### config.mk
export PLATFORM = sky130hd
export DESIGN_NAME = rx_ipv4_filter
export DESIGN_NICKNAME = d
export VERILOG_FILES = /design/src/rtl/rx_ipv4_filter.sv
export SDC_FILE = /design/constraint.sdc
export NUM_CORES = 1
export LEC_CHECK = 0
export ABC_AREA = 1
export CAP_MARGIN = 0
export CORE_MARGIN = 2
export CORE_UTILIZATION = 67
export CTS_CLUSTER_DIAMETER = 150
export DETAILED_ROUTE_END_ITERATION = 6
export DONT_BUFFER_PORTS = 1
export PLACE_DENSITY_LB_ADDON = 0.2
export SLEW_MARGIN = 20
export SYNTH_ARGS = -nofsm -noshare
export SYNTH_HDL_FRONTEND = slang
export SYNTH_SLANG_ARGS = --single-unit
### constraint.sdc
create_clock -name RX_CLK -period 11.4 [get_ports RX_CLK]
set_clock_uncertainty 0.2 [all_clocks]
set_input_delay 2.85 -clock RX_CLK [delete_from_list [all_inputs] [get_ports RX_CLK]]
set_output_delay 2.85 -clock RX_CLK [all_outputs]
set_load 0.005 [all_outputs]
### src/rtl/rx_ipv4_filter.sv
// ---------------------------------------------------------------------------------------------
// rx_ipv4_filter
//
// IPv4 receive parser. Consumes one IPv4 frame per rx_payload_ipv4 burst, parses the header
// (including IHL options), verifies version/IHL/length, header checksum, destination address
// and fragmentation. It then steers exactly total_len - IHL*4 payload bytes to one of PROTO_NUM
// L4 channels. Bytes after the IPv4 payload (Ethernet padding, FCS remnants) are discarded.
// Every rejected packet produces one rx_pkt_drop pulse with a reason code.
//
// Ports
//   RX_CLK           receive clock, all logic on posedge
//   rst_n            synchronous active-low reset
//   ip_addr          local IPv4 address, compared when the header completes
//   rx_payload_ipv4  byte-valid for the IPv4 frame; falling level marks frame end
//   rx_payload       IPv4 byte stream, network order
//   rx_src_ip        source address of the last accepted packet
//   rx_dst_ip        destination address of the last accepted packet
//   rx_protocol      protocol byte of the last accepted packet
//   rx_pay_len       total_len - IHL*4 of the last accepted packet
//   rx_hdr_ok        1-cycle pulse, header accepted
//   rx_data_valid    one-hot channel strobe for rx_data
//   rx_data          payload byte
//   rx_data_last     high with the final payload byte
//   rx_pkt_drop      1-cycle pulse, packet rejected
//   rx_drop_code     reject reason while rx_pkt_drop is high
//                    1 format, 2 checksum, 3 address, 4 fragment, 5 protocol, 6 truncated
// ---------------------------------------------------------------------------------------------
module rx_ipv4_filter #(
    parameter int unsigned            OCT          = 8,
    parameter int unsigned            PROTO_NUM    = 2,
    parameter logic [PROTO_NUM*8-1:0] PROTO_LIST   = {8'h06, 8'h11},
    parameter bit                     ACCEPT_BCAST = 1'b1
) (
    input  logic                 RX_CLK,
    input  logic                 rst_n,
    input  logic [31:0]          ip_addr,
    input  logic                 rx_payload_ipv4,
    input  logic [OCT-1:0]       rx_payload,
    output logic [31:0]          rx_src_ip,
    output logic [31:0]          rx_dst_ip,
    output logic [7:0]           rx_protocol,
    output logic [15:0]          rx_pay_len,
    output logic                 rx_hdr_ok,
    output logic [PROTO_NUM-1:0] rx_data_valid,
    output logic [OCT-1:0]       rx_data,
    output logic                 rx_data_last,
    output logic                 rx_pkt_drop,
    output logic [2:0]           rx_drop_code
);

    localparam int unsigned ChW = (PROTO_NUM > 1) ? $clog2(PROTO_NUM) : 1;

    localparam logic [2:0] DropNone   = 3'd0;
    localparam logic [2:0] DropFormat = 3'd1;
    localparam logic [2:0] DropCsum   = 3'd2;
    localparam logic [2:0] DropAddr   = 3'd3;
    localparam logic [2:0] DropFrag   = 3'd4;
    localparam logic [2:0] DropProto  = 3'd5;
    localparam logic [2:0] DropTrunc  = 3'd6;

    typedef enum logic [2:0] {
        StHdr,
        StOpt,
        StData,
        StPad,
        StWait
    } state_e;

    // Control state
    state_e         state_q, state_d;
    logic [5:0]     cnt_q, cnt_d;        // header byte index, 0..59
    logic           armed_q, armed_d;    // a frame start may be parsed
    logic [15:0]    remain_q, remain_d;  // payload bytes still to forward
    logic [ChW-1:0] ch_q, ch_d;

    // Header working registers
    logic [7:0]     b0_q, b0_d;          // {version, IHL}
    logic [15:0]    tot_len_q, tot_len_d;
    logic [13:0]    frag_q, frag_d;      // {MF, fragment offset}
    logic [7:0]     proto_q, proto_d;
    logic [31:0]    src_q, src_d;
    logic [31:0]    dst_q, dst_d;
    logic [7:0]     hi_q, hi_d;          // high byte of the header word in progress
    logic [15:0]    csum_q, csum_d;      // folded one's-complement sum

    // Output next-state
    logic [31:0]          src_ip_d, dst_ip_d;
    logic [7:0]           protocol_d;
    logic [15:0]          pay_len_d;
    logic                 hdr_ok_d, data_last_d, pkt_drop_d;
    logic [PROTO_NUM-1:0] data_valid_d;
    logic [OCT-1:0]       data_d;
    logic [2:0]           drop_code_d;

    // Decode helpers
    logic           hdr_byte;
    logic [16:0]    sum_raw;
    logic [15:0]    sum_fold;
    logic [3:0]     ihl;
    logic [5:0]     hdr_bytes;
    logic [5:0]     last_idx;
    logic [15:0]    hdr_len16;
    logic [15:0]    pay_len_calc;
    logic           is_last_hdr;
    logic           addr_ok;
    logic           proto_hit;
    logic [ChW-1:0] proto_idx;
    logic [2:0]     check_code;

    assign hdr_byte = rx_payload_ipv4 && armed_q && (state_q == StHdr || state_q == StOpt);

    // End-around carry: the 17-bit raw sum never exceeds 1FFFE, so one fold is enough.
    assign sum_raw  = {1'b0, csum_q} + {1'b0, hi_q, rx_payload};
    assign sum_fold = sum_raw[15:0] + {15'd0, sum_raw[16]};

    // ------------------------------------------------------------------------------------------
    // Header shift-in and checksum accumulation
    // ------------------------------------------------------------------------------------------
    always_comb begin
        cnt_d     = cnt_q;
        b0_d      = b0_q;
        tot_len_d = tot_len_q;
        frag_d    = frag_q;
        proto_d   = proto_q;
        src_d     = src_q;
        dst_d     = dst_q;
        hi_d      = hi_q;
        csum_d    = csum_q;

        if (!rx_payload_ipv4) begin
            cnt_d  = '0;
            csum_d = '0;
        end else if (hdr_byte) begin
            cnt_d = cnt_q + 6'd1;
            if (cnt_q == 6'd0) begin
                b0_d = rx_payload;
            end
            if (cnt_q == 6'd2 || cnt_q == 6'd3) begin
                tot_len_d = {tot_len_q[7:0], rx_payload};
            end
            if (cnt_q == 6'd6) begin
                frag_d[13:8] = rx_payload[5:0];
            end
            if (cnt_q == 6'd7) begin
                frag_d[7:0] = rx_payload;
            end
            if (cnt_q == 6'd9) begin
                proto_d = rx_payload;
            end
            if (cnt_q >= 6'd12 && cnt_q <= 6'd15) begin
                src_d = {src_q[23:0], rx_payload};
            end
            if (cnt_q >= 6'd16 && cnt_q <= 6'd19) begin
                dst_d = {dst_q[23:0], rx_payload};
            end
            if (cnt_q[0]) begin
                csum_d = sum_fold;
            end else begin
                hi_d = rx_payload;
            end
        end
    end

    // ------------------------------------------------------------------------------------------
    // Header checks; the _d field values already include the byte on the input this cycle
    // ------------------------------------------------------------------------------------------
    always_comb begin
        ihl       = b0_q[3:0];
        hdr_bytes = {ihl, 2'b00};
        // A short IHL is still evaluated after the fixed 20-byte header.
        last_idx  = (ihl < 4'd5) ? 6'd19 : hdr_bytes - 6'd1;
        hdr_len16 = {10'd0, hdr_bytes};
        pay_len_calc = tot_len_d - hdr_len16;
        is_last_hdr  = (cnt_q >= 6'd19) && (cnt_q == last_idx);

        addr_ok = (dst_d == ip_addr) || (ACCEPT_BCAST && (dst_d == 32'hFFFF_FFFF));

        proto_hit = 1'b0;
        proto_idx = '0;
        for (int i = 0; i < int'(PROTO_NUM); i++) begin
            if (!proto_hit && (proto_d == PROTO_LIST[8*i +: 8])) begin
                proto_hit = 1'b1;
                proto_idx = ChW'(i);
            end
        end

        // First failing check wins
        if (b0_q[7:4] != 4'd4 || ihl < 4'd5 || tot_len_d < hdr_len16) begin
            check_code = DropFormat;
        end else if (sum_fold != 16'hFFFF) begin
            check_code = DropCsum;
        end else if (!addr_ok) begin
            check_code = DropAddr;
        end else if (frag_d != 14'd0) begin
            check_code = DropFrag;
        end else if (!proto_hit) begin
            check_code = DropProto;
        end else begin
            check_code = DropNone;
        end
    end

    // ------------------------------------------------------------------------------------------
    // FSM next-state and registered outputs
    // ------------------------------------------------------------------------------------------
    always_comb begin
        state_d      = state_q;
        armed_d      = armed_q;
        remain_d     = remain_q;
        ch_d         = ch_q;
        src_ip_d     = rx_src_ip;
        dst_ip_d     = rx_dst_ip;
        protocol_d   = rx_protocol;
        pay_len_d    = rx_pay_len;
        data_d       = rx_data;
        hdr_ok_d     = 1'b0;
        data_valid_d = '0;
        data_last_d  = 1'b0;
        pkt_drop_d   = 1'b0;
        drop_code_d  = DropNone;

        if (!rx_payload_ipv4) begin
            state_d  = StHdr;
            remain_d = '0;
            armed_d  = 1'b1;
            // Frame ended early: inside the header, or before all payload bytes arrived.
            if (armed_q && ((((state_q == StHdr) || (state_q == StOpt)) && (cnt_q != 6'd0)) ||
                            ((state_q == StData) && (remain_q != 16'd0)))) begin
                pkt_drop_d  = 1'b1;
                drop_code_d = DropTrunc;
            end
        end else if (armed_q) begin
            unique case (state_q)
                StHdr, StOpt: begin
                    if (is_last_hdr) begin
                        if (check_code != DropNone) begin
                            pkt_drop_d  = 1'b1;
                            drop_code_d = check_code;
                            state_d     = StWait;
                        end else begin
                            hdr_ok_d   = 1'b1;
                            src_ip_d   = src_d;
                            dst_ip_d   = dst_d;
                            protocol_d = proto_d;
                            pay_len_d  = pay_len_calc;
                            ch_d       = proto_idx;
                            remain_d   = pay_len_calc;
                            state_d    = (pay_len_calc == 16'd0) ? StPad : StData;
                        end
                    end else if (state_q == StHdr && cnt_q == 6'd19) begin
                        state_d = StOpt;
                    end
                end
                StData: begin
                    data_d             = rx_payload;
                    data_valid_d[ch_q] = 1'b1;
                    remain_d           = remain_q - 16'd1;
                    if (remain_q == 16'd1) begin
                        data_last_d = 1'b1;
                        state_d     = StPad;
                    end
                end
                StPad, StWait: begin
                end
                default: begin
                    state_d = StWait;
                end
            endcase
        end
    end

    always_ff @(posedge RX_CLK) begin
        if (!rst_n) begin
            state_q       <= StHdr;
            cnt_q         <= '0;
            // Reset inside a frame leaves the rest of that frame unparsed.
            armed_q       <= ~rx_payload_ipv4;
            remain_q      <= '0;
            ch_q          <= '0;
            b0_q          <= '0;
            tot_len_q     <= '0;
            frag_q        <= '0;
            proto_q       <= '0;
            src_q         <= '0;
            dst_q         <= '0;
            hi_q          <= '0;
            csum_q        <= '0;
            rx_src_ip     <= '0;
            rx_dst_ip     <= '0;
            rx_protocol   <= '0;
            rx_pay_len    <= '0;
            rx_hdr_ok     <= 1'b0;
            rx_data_valid <= '0;
            rx_data       <= '0;
            rx_data_last  <= 1'b0;
            rx_pkt_drop   <= 1'b0;
            rx_drop_code  <= '0;
        end else begin
            state_q       <= state_d;
            cnt_q         <= cnt_d;
            armed_q       <= armed_d;
            remain_q      <= remain_d;
            ch_q          <= ch_d;
            b0_q          <= b0_d;
            tot_len_q     <= tot_len_d;
            frag_q        <= frag_d;
            proto_q       <= proto_d;
            src_q         <= src_d;
            dst_q         <= dst_d;
            hi_q          <= hi_d;
            csum_q        <= csum_d;
            rx_src_ip     <= src_ip_d;
            rx_dst_ip     <= dst_ip_d;
            rx_protocol   <= protocol_d;
            rx_pay_len    <= pay_len_d;
            rx_hdr_ok     <= hdr_ok_d;
            rx_data_valid <= data_valid_d;
            rx_data       <= data_d;
            rx_data_last  <= data_last_d;
            rx_pkt_drop   <= pkt_drop_d;
            rx_drop_code  <= drop_code_d;
        end
    end

endmodule

### Yosys cells after proc, flatten, opt, wreduce, memory -nomap -nowiden

Cells that the tools add are included.

* input bits: 43
* register bits after elaboration: 265
* logic and storage cells: 155
* output and inout bits: 104

* order comparisons: 9
* muxes and demuxes: 52
* reductions and logical operators: 38
* eq/ne operators: 23
* $add $sub $neg: 6
* bitwise operators: 4

Operators with widths (count)
* $mux W32: 6
* $mux W16: 5
* $mux W3: 15
* $eq A32 B32 Y1: 1
* $eq A32 B32 Y1 const B: 1
* $mux W8: 4
* $pmux W16 S2: 1
* $mux W14: 2
* $add A16 B16 Y17: 1
* $add A16 B1 Y16: 1
* $eq A16 B1 Y1 const B: 1
* $logic_not A16 Y1: 1
* $lt A16 B6 Y1: 1
* $ne A16 B16 Y1 const B: 1
* $reduce_bool A16 Y1: 1
* $sub A16 B1 Y16 const B: 1
* $sub A16 B6 Y16: 1
* $mux W1: 15
* $reduce_bool A14 Y1: 1
* $eq A6 B2 Y1 const B: 2
* $eq A6 B3 Y1 const B: 2
* $ge A6 B5 Y1 const B: 2
* $mux W6: 2
* $reduce_and A4 Y1: 3
* 35 further kinds: 61

### Longest topological paths before layout

* depth in word-level cells: 21
* depth in mapped cells: 33
* depth with buffers taken out: 33

### Least setup slack after synthesis

OpenSTA, ideal clock, no wires.

* kind: input -> register
* start point: input rx_payload[0]
* end point: register rx_pay_len[14]
* path slack: 4.675 ns
* arrival: 6.412 ns
* path buffers: 2
* data required time: 11.087 ns
* library setup time: 0.113 ns
* cell stages on the path: 29
* path through: ha_1 > inv_1 > fa_1 > inv_1 > nand2_1 > nand3_1 > nand3_1 > nand2_1 > a21oi_1 > o21bai_1 > ha_1 > ha_1 > inv_1 > nor2_1 > nand3_1 > nor2_2 > nand3_1 > nor2_1 > nand4_1 > nand2_1 > nand2_1 > nor2_1 > nand4_1 > nor2_4 > nand4_4 > buf_6 > buf_4 > nor2_1 > nor2_1

* cells in the longest elaborated chain, start to end: 16
* elaborated cells on any way between the ends: 37
* classes of those cells: add/sub (3); order compare (1); eq/ne (5); mux (20); bitwise (1); reduce/logical (7)

RTL lines
* from (decl): RTL line 38 `input logic [OCT-1:0] rx_payload,`
* parallel branches: the longest is 16 deep, another holds $add A16 B16 Y17
* to (signal assigned): RTL line 315 `rx_pay_len <= pay_len_d;`
* to (decl): RTL line 42 `output logic [15:0] rx_pay_len,`

Parallel ways; which one is timed is not known.
A chain may end at the register's enable or synchronous reset.

### Worst setup path in the final report

* start point: input rx_payload[0]
* end point: register rx_dst_ip[16]

* cells in the longest elaborated chain, start to end: 16
* elaborated cells on any way between the ends: 36
* classes of those cells: add/sub (2); order compare (1); eq/ne (5); mux (20); bitwise (1); reduce/logical (7)

RTL lines
* parallel branches: the longest is 12 deep, another holds $add A16 B16 Y17
* $mux W3 (*): RTL line 188 `if (b0_q[7:4] != 4'd4 || ihl < 4'd5 || tot_len_d < hdr_len16) begin`
* $reduce_bool A3 Y1 (*): RTL line 236 `if (check_code != DropNone) begin`
* $not A1 Y1 (no source line) (*)
* $reduce_and A5 Y1 (no source line) (*)
* to (signal assigned): RTL line 313 `rx_dst_ip <= dst_ip_d;`
* to (decl): RTL line 40 `output logic [31:0] rx_dst_ip,`

Mark *: on every way between the ends.

==> results_dict.tcl <==
set metrics [dict create \
    status "finished, final reports clean" \
    cp_max_fo 82 \
    syn_area_um2 13900 \
    critPathArrivalTime_ns 8.01 \
    rsz0062_at_grt "no" \
    ys_types 49 \
    grt_max_degree 106 \
    yosys.area.top_type_share_pct 38.0 \
    die_h_um 148 \
    die-width_um 148 \
    cts_resized 0 \
    hold_class "reg -> reg" \
    yosys-top-cells-count "nand2_1 (490), inv_1 (424), nor2_1 (328)" \
    cp_num_buf_inv 5 \
    power_uw 2000 \
    fin_util_pct 73.0 \
    drv_slew 0 \
    maxCapViolCount 0 \
    synth_top_area_cell "dfxtp_1" \
    viasPerCell 5.29 \
    hpwlAfterDp_um 23800 \
    routed_wl_um 34400 \
    fmax_mhz 129 \
    regToRegSetupSlack_ns 5.62 \
    dr.pass1.iters 6 \
    area_growth_pct 6.69 \
    fin_tns_setup_ns 0 \
    cp_top_family "simple AND/OR/NAND/NOR gates" \
    io_pins 147 \
    insertion_delay_ns 0.55 \
    cp.required_ns 11.68 \
    critPathMaxStageDelay_ns 0.71 \
    antenna_found_initial 0 \
    cp-start-kind "input pin" \
    ys_seq_area_share_pct 38.3 \
    drc 0 \
    synth_ff_type "dfxtp_1" \
    worst_pin_slew_ns 1.13 \
    numCtsBuffers 27 \
    syn_avg_cell_area_um2 6.40 \
    fin_crit_sh_pct 67.8 \
    die_area_um2 21900 \
    drtIter0Drc 1138 \
    ant_nets 0 \
    wl_per_cell_um 14.3 \
    clkSinkCount 265 \
    yosys_warnings 0 \
    fin_nets 2201 \
    hold_buffers 0 \
    slew_headroom_pct 24.8 \
    r2r_end "rx_dst_ip[16]$_SDFFE_PN0P_" \
    cts_buffer_depth 3 \
    setup_viol 0 \
    syn_inst 2170 \
    synth_edf_count 1 \
    min_to "rx_data_valid[0]$_SDFF_PN0_" \
    yosys_register_bits 265 \
    synthArstFlopShare_pct 0 \
    hold_path_depth 1 \
    slowest_stage "buf_4" \
    whs_ns 0.233 \
    grt_pass1_wl_um 56700 \
    num_antenna_cells 0 \
    cts.clk_slew.worst_paths_ns 0.06 \
    postSynthNetCount 2245 \
    vdd_drop_max_mv 0.141 \
    port-buffer-count 0 \
    leakage_uw 0.00748 \
    routabilityCongestion 0.970 \
    min_from "ch_q$_SDFFE_PN0P_" \
    gr-total-overflow 0 \
    p_per_area_nw_per_um2 135 \
    vias 12775 \
    finalHoldViolCount 0 \
    fp-row-count 52 \
    grt_pass1_vias 11714 \
    coreArea_um2 20300 \
    end_kind "flip-flop" \
    rr_worst_depth 30 \
    cts_tree "built" \
    h-tree-depth 1 \
    synthTopCellsByArea "dfxtp_1 (38%), nand2_1 (13%), inv_1 (11%)" \
    fin_crit_ns 7.73 \
    synthMostInstantiatedCell "nand2_1" \
    fillers 1680 \
    drive_gt1_share_pct 3.87 \
    rr_startpoint "csum_q[0]$_SDFFE_PN0P_" \
    cts_setup_buffers 0 \
    grt.total_usage_pct 30.9 \
    criticalPathCategory "in -> reg" \
    floorplan.initialDensity_pct 68.4 \
    clockRootBuffer "clkbuf_16" \
]
## worst reg2reg max path, delay by kind of cell, from the launching register on
kind | cells | cell delay (ns)
flops | 1 | 0.34
compound gates | 3 | 0.48
simple gates | 18 | 2.10
fa+ha+maj | 4 | 1.02
buf+inv | 5 | 1.56
## registers in the layout, summed over array words and instances (netlist names), 6 cells and up
| name | flops |
|---|---|
| frag_q | 14 |
| src_q | 32 |
| cnt_q | 6 |
| hi_q | 8 |
| remain_q | 16 |
| csum_q | 16 |
| dst_q | 32 |
| rx_pay_len | 16 |
| tot_len_q | 16 |
| rx_src_ip | 32 |
| rx_data | 8 |
| b0_q | 8 |
| rx_dst_ip | 32 |
| proto_q | 8 |
| rx_protocol | 8 |
## stage by stage
stage | setup WS [ns] | cell area [um^2] | cells
floorplan | 4.68 | 13900 | 2170
global placement | 3.44 | 13900 | 2367
detailed placement | 3.22 | 13900 | 2367
CTS | 3.75 | 14800 | 2416
global route | 3.08 | 14800 | 2416
finish | 3.67 | 14800 | 2416
## kinds of logic after synthesis
logic type / count (synthesis) / share of synthesized area [%]
simple gates: 1002 / 29.7
buf+inv: 516 / 14.7
compound gates: 316 / 11.9
flops: 265 / 38.3
xor+xnor: 35 / 2.21
fa+ha+maj: 32 / 2.99
mux: 4 / 0.288
## cells in the final DEF, fill, tap and decap left out, types with 3 or more instances in the layout
cell type,n
and2_1,5
a211oi_1,3
or3_1,3
nand3b_1,3
nand4_1,29
o21a_1,4
a31oi_1,7
clkbuf_1,7
inv_2,8
nor4_1,3
o21ai_1,37
nand2_1,490
inv_1,423
clkinv_2,4
a21oi_1,91
nor2_2,3
nand3_1,99
dfxtp_1,264
ha_1,30
nor2_4,5
nand2_2,4
o211ai_1,4
o21ai_0,159
clkbuf_8,8
xnor2_1,9
o21ai_2,3
nor3_1,22
mux2i_1,4
buf_4,9
clkbuf_16,27
nor2_1,326
xor2_1,26
## power breakdown
part / total (uW) / internal [uW] / switching (uW)
Sequential: 937 / 933 / 4.02
Combinational: 148 / 44.3 / 103
Clock: 910 / 536 / 374
Total: 2000 / 1510 / 481
## worst max-delay path by stage
| stage | start | to | cells past startpoint |
|---|---|---|---|
| 4_1_cts | rx_payload[0] | rx_dst_ip[16]$_SDFFE_PN0P_ | 30 |
| 6_report | rx_payload[0] | rx_dst_ip[16]$_SDFFE_PN0P_ | 30 |
| 5_1_grt | rx_payload[0] | rx_dst_ip[5]$_SDFFE_PN0P_ | 30 |
| 3_3_place_gp | rx_payload[0] | rx_dst_ip[17]$_SDFFE_PN0P_ | 31 |
| 2_1_floorplan | rx_payload[0] | rx_pay_len[14]$_SDFFE_PN0P_ | 29 |
| 3_5_place_dp | rx_payload[0] | rx_dst_ip[16]$_SDFFE_PN0P_ | 30 |
## layer usage
layer  vias up  routed length [um]  track usage (%)
li1       6564                   -                -
met3        67                2830             4.69
met5         -                   0                0
met2       455               15400             51.0
met4         0                 842             8.48
met1      5689               15300             42.5
## cell type report
type,instances,area (um^2),share of cell area [%]
Inverter,434,1630,11.0
Sequential cell,265,5320,35.9
Clock inverter,7,104,0.701
Multi-Input combinational cell,1389,6560,44.2
Timing Repair Buffer,9,67.6,0.456
Tap cell,270,338,2.28
Clock buffer,42,812,5.48
Note: power is estimated with default switching activity, not from simulation.
